$ cat config.mk
export PLATFORM = sky130hd
export DESIGN_NAME = branch_resolver
export DESIGN_NICKNAME = d
export VERILOG_FILES = /design/src/rtl/branch_resolver.sv
export SDC_FILE = /design/constraint.sdc
export NUM_CORES = 1
export LEC_CHECK = 0
export BUFFER_PORTS_ARGS = -buffer_cell sky130_fd_sc_hd__buf_2
export CAP_MARGIN = 20
export CORE_MARGIN = 4
export CORE_UTILIZATION = 50
export CTS_CLUSTER_SIZE = 14
export DETAILED_ROUTE_END_ITERATION = 8
export PLACE_DENSITY = 0.88
export SYNTH_ARGS = -nofsm -noshare
export SYNTH_HDL_FRONTEND = slang
export SYNTH_SLANG_ARGS = --single-unit
$ cat constraint.sdc
create_clock -name clk -period 4.36 [get_ports clk]
set_clock_uncertainty 0.2 [all_clocks]
set_input_delay 0.218 -clock clk [delete_from_list [all_inputs] [get_ports clk]]
set_output_delay 0.218 -clock clk [all_outputs]
set_load 0.005 [all_outputs]
$ cat src/rtl/branch_resolver.sv
// Branch resolver: captures one branch, evaluates its condition in a single cycle,
// and holds a redirect to fetch on a mispredict until fetch accepts it.
module branch_resolver #(
  parameter int DBITS = 32
) (
  input  logic             clk,
  input  logic             reset_n,
  input  logic             req_valid,
  output logic             req_ready,
  input  logic [3:0]       opCond,
  input  logic [DBITS-1:0] srcA,
  input  logic [DBITS-1:0] srcB,
  input  logic [DBITS-1:0] pcPlus4,
  input  logic [DBITS-1:0] target,
  input  logic             predTaken,
  output logic             resolve_valid,
  output logic             taken,
  output logic             redir_valid,
  input  logic             redir_ready,
  output logic [DBITS-1:0] redir_pc,
  output logic             flush,
  output logic [15:0]      taken_count
);

  // One-hot encoding keeps each output a direct decode of one flop.
  typedef enum logic [2:0] {
    S_IDLE  = 3'b001,
    S_EVAL  = 3'b010,
    S_REDIR = 3'b100
  } state_t;

  state_t           r_state;
  state_t           w_state_next;
  logic [3:0]       r_op;
  logic [DBITS-1:0] r_a;
  logic [DBITS-1:0] r_b;
  logic [DBITS-1:0] r_pc4;
  logic [DBITS-1:0] r_tgt;
  logic             r_pred;
  logic [DBITS-1:0] r_redir_pc;
  logic [15:0]      r_taken_count;
  logic             w_accept;
  logic             w_taken;
  logic [DBITS-1:0] w_diff;

  // Signed compare is a plain subtract: overflow deliberately left uncorrected.
  function automatic logic eval_cond(input logic [3:0] op, input logic [DBITS-1:0] diff);
    logic eq;
    logic lt;
    logic base;
    eq = (diff == {DBITS{1'b0}});
    lt = diff[DBITS-1];
    case (op[1:0])
      2'b00:   base = 1'b0;
      2'b01:   base = eq;
      2'b10:   base = lt;
      2'b11:   base = eq | lt;
      default: base = 1'b0;
    endcase
    return base ^ op[3];
  endfunction

  // Condition evaluation from the captured operands.
  always_comb begin
    w_diff  = r_a - (r_op[2] ? {DBITS{1'b0}} : r_b);
    w_taken = eval_cond(r_op, w_diff);
  end

  // Next-state and output decode.
  always_comb begin
    w_state_next  = r_state;
    w_accept      = 1'b0;
    req_ready     = 1'b0;
    resolve_valid = 1'b0;
    taken         = 1'b0;
    redir_valid   = 1'b0;
    flush         = 1'b0;
    case (r_state)
      S_IDLE: begin
        req_ready = 1'b1;
        if (req_valid) begin
          w_accept     = 1'b1;
          w_state_next = S_EVAL;
        end else begin
          w_state_next = S_IDLE;
        end
      end
      S_EVAL: begin
        resolve_valid = 1'b1;
        taken         = w_taken;
        if (w_taken != r_pred) begin
          w_state_next = S_REDIR;
        end else begin
          w_state_next = S_IDLE;
        end
      end
      S_REDIR: begin
        redir_valid = 1'b1;
        if (redir_ready) begin
          flush        = 1'b1;
          w_state_next = S_IDLE;
        end else begin
          w_state_next = S_REDIR;
        end
      end
      default: begin
        w_state_next = S_IDLE;
      end
    endcase
  end

  // State register.
  always_ff @(posedge clk or negedge reset_n) begin
    if (!reset_n) begin
      r_state <= S_IDLE;
    end else begin
      r_state <= w_state_next;
    end
  end

  // Request capture registers.
  always_ff @(posedge clk or negedge reset_n) begin
    if (!reset_n) begin
      r_op   <= 4'b0000;
      r_a    <= {DBITS{1'b0}};
      r_b    <= {DBITS{1'b0}};
      r_pc4  <= {DBITS{1'b0}};
      r_tgt  <= {DBITS{1'b0}};
      r_pred <= 1'b0;
    end else if (w_accept) begin
      r_op   <= opCond;
      r_a    <= srcA;
      r_b    <= srcB;
      r_pc4  <= pcPlus4;
      r_tgt  <= target;
      r_pred <= predTaken;
    end else begin
      r_op   <= r_op;
      r_a    <= r_a;
      r_b    <= r_b;
      r_pc4  <= r_pc4;
      r_tgt  <= r_tgt;
      r_pred <= r_pred;
    end
  end

  // Corrected PC is latched at resolve time so it stays stable through the redirect.
  always_ff @(posedge clk or negedge reset_n) begin
    if (!reset_n) begin
      r_redir_pc <= {DBITS{1'b0}};
    end else if (r_state == S_EVAL) begin
      r_redir_pc <= w_taken ? r_tgt : r_pc4;
    end else begin
      r_redir_pc <= r_redir_pc;
    end
  end

  // Saturating taken-branch counter.
  always_ff @(posedge clk or negedge reset_n) begin
    if (!reset_n) begin
      r_taken_count <= 16'h0000;
    end else if ((r_state == S_EVAL) && w_taken && (r_taken_count != 16'hFFFF)) begin
      r_taken_count <= r_taken_count + 16'h0001;
    end else begin
      r_taken_count <= r_taken_count;
    end
  end

  assign redir_pc    = r_redir_pc;
  assign taken_count = r_taken_count;

endmodule

==> impl_metrics.py <==
metrics = {
    "synthesis": {
        "seq_area_frac_synth": 0.474,
        "netlist_instances": 898,
        "ys_async_sr_fraction": 1.00,
        "avgSynthCellArea_um2": 10.8,
        "synth_area_mm2": 0.00971,
        "yosysWarnings": 0,
        "synthesis.nets": 1068,
        "synth_edf_count": 0,
        "ys_seq_elements": 184,
        "synth_cell_types": 63,
        "ys.flop_type": "dfrtp_1",
    },
    "sta": {
        "timing.fmax_ghz": 0.197,
        "maxSlewViolCount": 0,
        "setup_viol": 49,
        "worstMarginPinSlew_ps": 767,
        "rsz0062_at_grt": "yes",
        "slew_headroom": 0.489,
        "final.setup.worst_slack_ps": -708,
        "hold_viol_final": 0,
        "finalCriticalPeriod_ps": 5070,
        "fin_crit_sh": 1.16,
    },
    "clocking": {
        "cts.htree.levels": 4,
        "cts_tree": "done",
        "clk_latency_ps": 450,
        "clk_pin_slew_ps": 90,
        "cts_buffer_depth": 2,
        "cts-root-buf": "clkbuf_16",
        "clock_sinks": 184,
        "cts-buffers-inserted": 17,
    },
    "power_and_ir_drop": {
        "p_per_area_mw_per_mm2": 1050,
        "total_power_mw": 15.4,
        "p_leak_nw": 6.60,
        "peakVddDrop_uv": 546,
    },
    "floorplanning": {
        "initial_utilization": 0.514,
        "ios": 190,
        "core.rowCount": 50,
        "die_h_um": 147,
        "die_w_um": 147,
        "coreArea_mm2": 0.0189,
        "die_area_mm2": 0.0217,
    },
    "critical_path": {
        "cp.required_ps": 4480,
        "worstPathMaxFanout": 7,
        "r2r-start": "r_op[2]",
        "cp-startpoint": "r_op[2]",
        "worstPathArrival_ps": 5180,
        "crit_type": "register to register",
        "endpoint_kind": "register",
        "start_kind": "register",
    },
    "finish": {
        "design_area_mm2": 0.0146,
        "multi_input_area_mm2": 0.00533,
        "ff_latch_area_mm2": 0.00461,
        "nNetsFinal": 1503,
        "final_util": 0.773,
        "num-fill-cells": 1119,
        "drive_above_1_share": 0.426,
        "syn2layout_area_growth_pct": 50.5,
    },
    "route": {
        "via_per_inst": 5.85,
        "antenna_left": 0,
        "drtIter0Drc": 632,
        "first_pass_iters": 5,
        "wirelength_um": 35200,
        "drc": 0,
        "vias": 9444,
        "wl_per_cell_um": 21.8,
    },
    "worst_hold_path": {
        "worstHoldStart": "req_valid",
        "hold_class": "input port to register",
    },
    "job": {
        "maxCapViolations": 0,
    },
    "global_route": {
        "antenna_found_initial": 3,
        "grt_pass1_wl_um": 52200,
        "grt_max_degree": 116,
        "globalRouteOverflowTotal": 0,
        "grtUsageTotal": 0.305,
        "grt_pass1_vias": 9986,
    },
    "run_status": {
        "outcome": "complete, but fails checks",
        "violations": "setup timing",
    },
    "place": {
        "globalplace.congestion": 0.964,
        "portBuffers": 189,
        "placed_area_mm2": 0.0118,
        "place.detailed.hpwl_um": 18700,
    },
}
==> cell usage after synthesis, drive strengths merged (21+ instances only) <==
library cell	count	area [µm²]
a21oi	39	195
clkbuf	39	146
dfrtp	183	4580
ha	32	400
mux2	134	1510
mux2i	34	340
nand2	81	304
nand2b	37	231
nand4	26	163
nor2	40	150
o21ai	62	310
xnor2	21	191
==> per-layer routing <==
layer | global-route usage | wire length [µm]
met1 | 0.355 | 13000
met2 | 0.536 | 18000
met3 | 0.0669 | 2130
met4 | 0.145 | 2020
met5 | 0 | 0
==> what timing repair did <==
action,4_1_cts,5_1_grt
hold buffers,135,1
endpoints found under the setup margin,51,51
endpoints found under the hold margin,249,18
buffers inserted,15,0
cloned,5,0
gates resized for setup,53,44
pin swaps,19,11
==> worst max-delay path: stages (launching register included) <==
cell and delay, ps:
dfrtp_2 500, buf_12 170, nand2b_1 170, ha_4 230
a21oi_2 240, nand2_1 100, o211ai_1 300, nand2_1 150
buf_4 170, buf_4 130, a221oi_2 250, xor2_1 170
nand4_1 100, or4_4 560, o31a_1 320, xnor2_4 240
buf_4 150, buf_8 120, bufbuf_16 300, mux2i_1 260
o21ai_1 90
==> layout by cell type (no fill, tap or decap), drive strengths merged, types with 3 or more instances in the layout <==
cell / count
clkinv: 7
nor3b: 8
nor3: 13
or3: 5
nor2: 40
xor2: 12
a211oi: 8
mux2i: 34
bufbuf: 3
or4: 3
dfrtp: 183
and2: 6
o211ai: 8
ha: 32
and3: 6
xnor2: 21
clkbuf: 17
mux2: 134
nand4: 26
a21boi: 3
nor4: 6
a31oi: 4
nand3: 10
diode: 7
nand2b: 37
nor2b: 7
a21oi: 39
dlygate4sd3: 136
buf: 326
o21ai: 62
o21a: 7
inv: 25
a21o: 3
nand2: 81
==> logic make-up (layout without fill, tap and decap cells) <==
family / count (synthesis) / count (layout) / share of synthesized area
and+or+nand+nor: 253 / 253 / 0.132
buffers and inverters: 66 / 514 / 0.0278
muxes: 168 / 168 / 0.191
adders and majority gates: 33 / 33 / 0.0433
AOI/OAI and AO/OA: 161 / 161 / 0.101
other: 0 / 7 / 0
DFF: 184 / 184 / 0.474
xor gates and xnor gates: 33 / 33 / 0.0305
==> cell type report <==
type / instances / area share
Multi-Input combinational cell: 648 / 0.365
Sequential cell: 184 / 0.315
Timing Repair Buffer: 465 / 0.247
Clock buffer: 17 / 0.0291
Tap cell: 260 / 0.0223
Clock inverter: 15 / 0.0156
Inverter: 17 / 0.00437
Antenna cell: 7 / 0.00120
==> registers in the layout, indices dropped and copies added (netlist names) <==
register and count:
r_pred 1, taken_count 16, r_tgt 32, redir_pc 32
r_a 32, r_b 32, r_op 4, r_pc4 32
r_state 3
==> power by group <==
| group | switching (mW) | total, mW | internal, mW |
|---|---|---|---|
| Clock | 0.884 | 1.70 | 0.812 |
| Combinational | 5.03 | 10.5 | 5.44 |
| Sequential | 0.710 | 3.23 | 2.52 |
==> stage by stage <==
stage	setup slack, ps	std cells	setup TNS (ps)	hold slack, ps
after floorplan	6.33	898	0	-278
after global placement	-489	1417	-22390	226
after detailed placement	-577	1417	-24760	238
after CTS	-614	1604	-21120	163
after global routing	-851	1610	-33070	188
final	-708	1613	-26530	176
==> worst paths after layout <==
path | endpoint | slack, ps | cells past startpoint
max | redir_pc[14] | -710 | 20
min | r_state[1] | 180 | 2
max reg2reg | redir_pc[14] | -710 | 20
min reg2reg | redir_pc[24] | 300 | 2
max in group asynchronous | r_state[0] | 2300 | 5
min in group asynchronous | r_pc4[17] | 510 | 3
Note: power is estimated with default switching activity, not from simulation.
